### src/rtl/dvi_video_pipeline_pkg.sv
// Shared defaults, test-pattern encodings, bar colour table and the
// record carried down the pixel delay line.
package dvi_video_pipeline_pkg;

   localparam int DEF_H_ACTIVE = 640;
   localparam int DEF_H_FP     = 16;
   localparam int DEF_H_SYNC   = 96;
   localparam int DEF_H_BP     = 48;
   localparam int DEF_V_ACTIVE = 480;
   localparam int DEF_V_FP     = 10;
   localparam int DEF_V_SYNC   = 2;
   localparam int DEF_V_BP     = 33;
   localparam int DEF_PIX_LATENCY = 2;
   localparam int DEF_COLOR_WIDTH = 8;
   localparam logic [23:0] DEF_SOLID_RGB = 24'hFF0000;

   typedef enum logic [1:0] {
      PAT_PASS  = 2'd0,
      PAT_BARS  = 2'd1,
      PAT_SOLID = 2'd2,
      PAT_CHECK = 2'd3
   } pat_mode_t;

   // One request-stage snapshot; sync bits are "active" flags, not pin levels.
   typedef struct packed {
      logic        hs;
      logic        vs;
      logic        de;
      logic        ls;
      logic        fs;
      logic        use_pat;
      logic [23:0] pix;
   } pipe_t;

   function automatic logic [23:0] bar_rgb(input logic [2:0] idx);
      logic [23:0] c;
      c = 24'h000000;
      case (idx)
         3'd0: c = 24'hFFFFFF;
         3'd1: c = 24'hFFFF00;
         3'd2: c = 24'h00FFFF;
         3'd3: c = 24'h00FF00;
         3'd4: c = 24'hFF00FF;
         3'd5: c = 24'hFF0000;
         3'd6: c = 24'h0000FF;
         default: c = 24'h000000;
      endcase
      return c;
   endfunction

endpackage

### src/rtl/dvi_video_pipeline_timing_counter.sv
// Raster position counters plus active-region, sync and start-of-line/frame
// decode, all at the request stage.
module dvi_video_pipeline_timing_counter #(
   parameter int H_ACTIVE = 640,
   parameter int H_FP     = 16,
   parameter int H_SYNC   = 96,
   parameter int H_BP     = 48,
   parameter int V_ACTIVE = 480,
   parameter int V_FP     = 10,
   parameter int V_SYNC   = 2,
   parameter int V_BP     = 33,
   localparam int H_TOTAL = H_ACTIVE + H_FP + H_SYNC + H_BP,
   localparam int V_TOTAL = V_ACTIVE + V_FP + V_SYNC + V_BP,
   localparam int XW      = $clog2(H_TOTAL),
   localparam int YW      = $clog2(V_TOTAL)
) (
   input  logic          clk,
   input  logic          rst,
   input  logic          en,
   output logic [XW-1:0] h,
   output logic [YW-1:0] v,
   output logic          h_last,
   output logic          active,
   output logic          hs_act,
   output logic          vs_act,
   output logic          line_first,
   output logic          frame_first
);

   assign h_last = (h == XW'(H_TOTAL - 1));

   // h wraps every line; v advances on the same edge h wraps, so both reach 0 together.
   always_ff @(posedge clk or posedge rst) begin
      if (rst) begin
         h <= '0;
         v <= '0;
      end else if (en) begin
         if (h_last) begin
            h <= '0;
            v <= (v == YW'(V_TOTAL - 1)) ? '0 : v + YW'(1);
         end else begin
            h <= h + XW'(1);
         end
      end
   end

   assign active      = (h < XW'(H_ACTIVE)) && (v < YW'(V_ACTIVE));
   assign hs_act      = (h >= XW'(H_ACTIVE + H_FP)) && (h < XW'(H_ACTIVE + H_FP + H_SYNC));
   assign vs_act      = (v >= YW'(V_ACTIVE + V_FP)) && (v < YW'(V_ACTIVE + V_FP + V_SYNC));
   assign line_first  = active && (h == '0);
   assign frame_first = line_first && (v == '0);

endmodule

### src/rtl/dvi_video_pipeline.sv
// DVI output pipeline: programmable raster timing, pixel requests to the frame
// source, latency-matched control delay, optional test patterns and 12-bit
// half-word packing for an external DDR output cell.
module dvi_video_pipeline
   import dvi_video_pipeline_pkg::*;
#(
   parameter int          H_ACTIVE    = DEF_H_ACTIVE,
   parameter int          H_FP        = DEF_H_FP,
   parameter int          H_SYNC      = DEF_H_SYNC,
   parameter int          H_BP        = DEF_H_BP,
   parameter int          V_ACTIVE    = DEF_V_ACTIVE,
   parameter int          V_FP        = DEF_V_FP,
   parameter int          V_SYNC      = DEF_V_SYNC,
   parameter int          V_BP        = DEF_V_BP,
   parameter bit          SYNC_POL    = 1'b0,
   parameter int          PIX_LATENCY = DEF_PIX_LATENCY,
   parameter int          COLOR_WIDTH = DEF_COLOR_WIDTH,
   parameter logic [23:0] SOLID_RGB   = DEF_SOLID_RGB,
   localparam int H_TOTAL = H_ACTIVE + H_FP + H_SYNC + H_BP,
   localparam int V_TOTAL = V_ACTIVE + V_FP + V_SYNC + V_BP,
   localparam int XW      = $clog2(H_TOTAL),
   localparam int YW      = $clog2(V_TOTAL)
) (
   input  logic                   clk,
   input  logic                   reset,
   input  logic                   enable,
   input  logic [1:0]             pattern_sel,
   input  logic [COLOR_WIDTH-1:0] r,
   input  logic [COLOR_WIDTH-1:0] g,
   input  logic [COLOR_WIDTH-1:0] b,
   output logic                   pix_req,
   output logic [XW-1:0]          x,
   output logic [YW-1:0]          y,
   output logic                   chip_data_enable,
   output logic                   chip_hsync,
   output logic                   chip_vsync,
   output logic                   chip_reset,
   output logic [11:0]            chip_data_lo,
   output logic [11:0]            chip_data_hi,
   output logic                   xclk,
   output logic                   xclk_n,
   output logic                   frame_start,
   output logic                   line_start
);

   localparam int BAR_W = H_ACTIVE / 8;
   localparam int BW    = (BAR_W > 1) ? $clog2(BAR_W) : 1;

   logic [XW-1:0] h;
   logic [YW-1:0] v;
   logic          h_last, active, hs_act, vs_act, line_first, frame_first;

   dvi_video_pipeline_timing_counter #(
      .H_ACTIVE(H_ACTIVE), .H_FP(H_FP), .H_SYNC(H_SYNC), .H_BP(H_BP),
      .V_ACTIVE(V_ACTIVE), .V_FP(V_FP), .V_SYNC(V_SYNC), .V_BP(V_BP)
   ) u_timing (
      .clk(clk), .rst(reset), .en(enable),
      .h(h), .v(v), .h_last(h_last), .active(active),
      .hs_act(hs_act), .vs_act(vs_act),
      .line_first(line_first), .frame_first(frame_first)
   );

   // The request is live from the counter so pixel (0,0) is asked for in the
   // very first cycle after reset; masking with reset keeps it low meanwhile.
   assign pix_req = active & ~reset;

   logic [XW-1:0] x_q;
   logic [YW-1:0] y_q;

   // Remember the last requested position so x/y hold through blanking.
   always_ff @(posedge clk or posedge reset) begin
      if (reset) begin
         x_q <= '0;
         y_q <= '0;
      end else if (enable && active) begin
         x_q <= h;
         y_q <= v;
      end
   end

   assign x = active ? h : x_q;
   assign y = active ? v : y_q;

   // pattern_sel is taken live at (0,0) so the new mode covers that pixel too.
   pat_mode_t mode_q, mode_cur;
   assign mode_cur = (h == '0 && v == '0) ? pat_mode_t'(pattern_sel) : mode_q;

   // Latch the frame's pattern mode.
   always_ff @(posedge clk or posedge reset) begin
      if (reset) mode_q <= PAT_PASS;
      else if (enable) mode_q <= mode_cur;
   end

   logic [BW-1:0] bar_cnt;
   logic [2:0]    bar_idx;

   // Track which colour bar the request column is in, restarting every line.
   always_ff @(posedge clk or posedge reset) begin
      if (reset) begin
         bar_cnt <= '0;
         bar_idx <= '0;
      end else if (enable) begin
         if (h_last) begin
            bar_cnt <= '0;
            bar_idx <= '0;
         end else if (h < XW'(H_ACTIVE)) begin
            if (bar_cnt == BW'(BAR_W - 1)) begin
               bar_cnt <= '0;
               bar_idx <= bar_idx + 3'd1;
            end else begin
               bar_cnt <= bar_cnt + BW'(1);
            end
         end
      end
   end

   // Checker squares are 16 pixels; masking bit 4 keeps this legal for narrow counters.
   logic chk_bit;
   assign chk_bit = (|(h & XW'(16))) ^ (|(v & YW'(16)));

   logic [23:0] pat_pix;

   // Pattern pixel at the request stage, travelling with its controls.
   always_comb begin
      pat_pix = 24'h000000;
      case (mode_cur)
         PAT_BARS:  pat_pix = bar_rgb(bar_idx);
         PAT_SOLID: pat_pix = SOLID_RGB;
         PAT_CHECK: pat_pix = chk_bit ? 24'hFFFFFF : 24'h000000;
         default:   pat_pix = 24'h000000;
      endcase
   end

   pipe_t req_stage, tail;
   assign req_stage = '{hs: hs_act, vs: vs_act, de: active, ls: line_first,
                        fs: frame_first, use_pat: (mode_cur != PAT_PASS), pix: pat_pix};

   if (PIX_LATENCY == 0) begin : g_no_dly
      assign tail = req_stage;
   end else begin : g_dly
      pipe_t stage [PIX_LATENCY];

      // Delay the request-stage record by the source read latency.
      always_ff @(posedge clk or posedge reset) begin
         if (reset) begin
            for (int i = 0; i < PIX_LATENCY; i++) stage[i] <= '0;
         end else if (enable) begin
            stage[0] <= req_stage;
            for (int i = 1; i < PIX_LATENCY; i++) stage[i] <= stage[i-1];
         end
      end

      assign tail = stage[PIX_LATENCY-1];
   end

   logic [7:0]  r8, g8, b8;
   logic [23:0] sel_pix;
   assign r8 = 8'(r) << (8 - COLOR_WIDTH);
   assign g8 = 8'(g) << (8 - COLOR_WIDTH);
   assign b8 = 8'(b) << (8 - COLOR_WIDTH);
   assign sel_pix = tail.use_pat ? tail.pix : {r8, g8, b8};

   // Output register: pin levels, blanked data and start pulses.
   always_ff @(posedge clk or posedge reset) begin
      if (reset) begin
         chip_data_enable <= 1'b0;
         chip_hsync       <= ~SYNC_POL;
         chip_vsync       <= ~SYNC_POL;
         chip_data_lo     <= '0;
         chip_data_hi     <= '0;
         frame_start      <= 1'b0;
         line_start       <= 1'b0;
      end else if (enable) begin
         chip_data_enable <= tail.de;
         chip_hsync       <= tail.hs ? SYNC_POL : ~SYNC_POL;
         chip_vsync       <= tail.vs ? SYNC_POL : ~SYNC_POL;
         chip_data_lo     <= tail.de ? {sel_pix[11:8], sel_pix[7:0]} : 12'h000;
         chip_data_hi     <= tail.de ? {sel_pix[23:16], sel_pix[15:12]} : 12'h000;
         frame_start      <= tail.fs;
         line_start       <= tail.ls;
      end
   end

   assign chip_reset = 1'b1;
   assign xclk       = ~clk;
   assign xclk_n     = clk;

endmodule
### config.mk
export PLATFORM = sky130hd
export DESIGN_NAME = dvi_video_pipeline
export DESIGN_NICKNAME = d
export VERILOG_FILES = /design/src/rtl/dvi_video_pipeline_pkg.sv /design/src/rtl/dvi_video_pipeline_timing_counter.sv /design/src/rtl/dvi_video_pipeline.sv
export SDC_FILE = /design/constraint.sdc
export NUM_CORES = 1
export LEC_CHECK = 0
export BUFFER_PORTS_ARGS = -buffer_cell sky130_fd_sc_hd__buf_2
export CELL_PAD_IN_SITES_DETAIL_PLACEMENT = 2
export CELL_PAD_IN_SITES_GLOBAL_PLACEMENT = 2
export CORE_ASPECT_RATIO = 1.5
export CORE_MARGIN = 3
export CORE_UTILIZATION = 35
export DETAILED_ROUTE_END_ITERATION = 8
export GPL_TIMING_DRIVEN = 0
export PLACE_DENSITY = 0.8
export SLEW_MARGIN = 20
export SYNTH_ARGS = -nofsm -noshare
export SYNTH_HDL_FRONTEND = slang
export SYNTH_SLANG_ARGS = --single-unit
export TNS_END_PERCENT = 100
### constraint.sdc
create_clock -name clk -period 6.8 [get_ports clk]
set_clock_uncertainty 0.1 [all_clocks]
set_input_delay 0.34 -clock clk [delete_from_list [all_inputs] [get_ports clk]]
set_output_delay 0.34 -clock clk [all_outputs]
set_load 0.1 [all_outputs]
==> flow_metrics.env <==
export IMPL_crit_path_start_kind="clock port"
export IMPL_cap_violations=0
export IMPL_setup_viol=0
export IMPL_die_height_um=150
export IMPL_fillers=1467
export IMPL_ir_drop_v=0.000200
export IMPL_endpoint_kind="primary output"
export IMPL_io_pins=82
export IMPL_critical_path_class="clk -> out"
export IMPL_regArea_sq_um=2480
export IMPL_syn_num_nets=504
export IMPL_synth_area_sq_um=4870
export IMPL_fp_dieW_um=102
export IMPL_worst_path_max_fanout=16
export IMPL_drive_gt1_share_pct=27.9
export IMPL_core_region_area_sq_um=13500
export IMPL_synth_area_per_cell_sq_um=10.5
export IMPL_ys_flop_type="dfrtp_1"
export IMPL_wirelength_mm=14.5
export IMPL_slew_violations=0
export IMPL_hold_violations=0
export IMPL_num_antenna_cells=0
export IMPL_ys_seq_area_share_pct=51.0
export IMPL_crit_arrival_ps=4340
export IMPL_synth_cells=465
export IMPL_cpPeakStageDelay_ps=410
export IMPL_grt_overflow_total=0
export IMPL_crit_family="buffers and inverters"
export IMPL_ys_ff_latch=99
export IMPL_worstPathCellList="clkbuf_16, clkbuf_16, clkbuf_16, inv_1, buf_2"
export IMPL_gp_congestion=0.816
export IMPL_worstMarginPinSlew_ps=729
export IMPL_drtAntennaViolNets=0
export IMPL_cp_slowest_cell="buf_2"
export IMPL_routed_via_density=5.59
export IMPL_clk_latency_ps=460
export IMPL_grt_max_degree=80
export IMPL_dpl_hpwl_mm=10.5
export IMPL_antenna_found_initial=0
export IMPL_maxSlewHeadroom_pct=50.7
export IMPL_path_common_cell="clkbuf_16"
export IMPL_multi_input_area_sq_um=2170
export IMPL_dr_pass1_iters=4
export IMPL_required_ps=6360
export IMPL_initial_core_util_pct=36.0
export IMPL_grt_usage_pct=19.8
export IMPL_hold_class="in -> reg"
export IMPL_crit_buf_inv=5
export IMPL_status="finished, final reports clean"
export IMPL_finalSetupTns_ps=0
export IMPL_yosysWarningCount=0
export IMPL_syn_to_final_growth_pct=20.5
export IMPL_clk_pin_slew_ps=70
export IMPL_numPortBuffers=80
export IMPL_wl_per_cell_um=19.9
export IMPL_p_leak_nw=2.69
export IMPL_drc=0
export IMPL_final_common_cell="dfrtp_1"
export IMPL_vias=4072
export IMPL_pwr_density_cell_nw_per_um2=335
export IMPL_mostFrequentLayoutCells="dfrtp_1, buf_2, mux2_2"
export IMPL_drt_initial_drc_count=95
export IMPL_die_area_sq_um=15400
export IMPL_nets=600
export IMPL_cts_tree="done"
export IMPL_cts_setup_buffers=0
export IMPL_grt_pass1_wl_mm=23.8
export IMPL_whs_ps=59.0
export IMPL_synth_edff_count=0
export IMPL_async_flop_share_pct=100
export IMPL_rsz0062_at_grt="false"
export IMPL_synth_cell_types=58
export IMPL_grt_pass1_vias=4551
export IMPL_rows=52
## metrics by stage
step	total power, W	area, sq um	util, %	setup WS (ps)	std cells
2_1_floorplan	0.00127	4870	-	2380	465
3_3_place_gp	0.00137	5470	40.4	2530	707
3_5_place_dp	0.00140	5500	40.7	2530	708
4_1_cts	0.00199	5860	43.3	2000	728
5_1_grt	0.00207	5860	43.3	1990	728
6_report	0.00196	5860	43.3	2020	728
## cell usage after synthesis (2+ instances only)
library cell  count  area [sq um]
o22ai_1           2          12.5
nand2_1          31           116
a21o_1            4          30.0
or2_2             4          25.0
dfrtp_1          97          2430
nor3_1            6          30.0
xnor2_1           7          61.3
buf_1             6          22.5
nand3_1          18          90.1
o2bb2ai_1        28           245
o311ai_0          2          17.5
buf_2             2          10.0
o31ai_1           2          15.0
a21oi_1          31           155
and4_1            2          17.5
nor2b_1           2          12.5
dfstp_2           2          52.6
and2_1            8          50.1
ha_1             10           125
a221o_1           2          20.0
and3_1            5          31.3
xor2_1            2          17.5
or3_1             3          18.8
mux2_2           40           450
inv_1            18          67.6
nor4_1            6          37.5
nor2_1           17          63.8
mux2i_1           4          40.0
clkbuf_1         23          86.3
or4_1             2          15.0
nand4_1           8          50.1
o21ai_0          39           195
nand2b_1          3          18.8
a41oi_1           2          17.5
nor3b_1           2          15.0
a31oi_1           2          12.5
buf_4             2          15.0
## worst register-to-register path, cell delays in order, from the launching register on
cell	delay, ps
dfrtp_1	410
inv_1	180
ha_1	210
nor4b_1	610
nand3_1	400
nor3_1	540
mux2_2	410
## registers in the layout (all words and copies together), names as in the netlist
name and count:
chip_data_lo 12, mode_q 2, line_start 1, chip_data_enable 1
x_q 10, g_dly.stage 18, chip_hsync 1, u_timing.v 10
bar_idx 3, frame_start 1, chip_data_hi 12, u_timing.h 10
bar_cnt 7, y_q 10, chip_vsync 1
## area by class of cell
cell class,count,area share [%]
tap,162,3.46
sequential,99,42.3
inverter,17,1.17
clock buffer,15,5.36
timing repair buffer,80,7.30
multi-input combinational,313,37.1
clock inverter,7,0.768
buffer,35,2.56
## power by group
group / switching (W) / internal (W) / leakage [nW]
Combinational: 0.000424 / 0.000143 / 1.26
Clock: 0.000340 / 0.000339 / 0.179
Sequential: 0.0000565 / 0.000662 / 1.26
## layer usage
| metal | GRT usage [%] | share of wire (%) | up-vias |
|---|---|---|---|
| li1 | - | - | 1873 |
| met1 | 23.4 | 41 | 2087 |
| met2 | 35.3 | 54 | 88 |
| met3 | 3.89 | 2.9 | 24 |
| met4 | 6.89 | 2.0 | 0 |
| met5 | 0 | 0 | - |
## cell families after synthesis
kind of cell             count (synthesis)  share of synthesized area, %
XOR/XNOR                                 9                          1.62
multiplexers                            44                          10.1
AND/OR/NAND/NOR                        124                          13.5
other                                    1                        0.0771
buffers and inverters                   53                          4.47
flip-flops                              99                          51.0
AO/OA/AOI/OAI                          125                          16.7
adder cells (fa/ha/maj)                 10                          2.57
## worst paths after layout
kind,startpoint,endpoint,slack [ps],depth (start not counted)
max reg2reg,u_timing.v[1]$_DFFE_PP0P_,mode_q[0]$_DFFE_PP0P_,3830,6
min in group asynchronous,reset,u_timing.v[7]$_DFFE_PP0P_,290,3
min,g[0],chip_data_lo[8]$_DFFE_PP0P_,60,3
min reg2reg,g_dly.stage[28]$_DFFE_PP0P_,chip_vsync$_DFFE_PP1P_,340,1
max in group asynchronous,reset,chip_hsync$_DFFE_PP1P_,5630,4
max,clk,xclk,2020,5
## timing repair
item | CTS | global route
hold endpoints to repair | 20 | 0
hold buffers | 1 | 0
resized for setup | 0 | 0
Note: power is estimated with default switching activity, not from simulation.
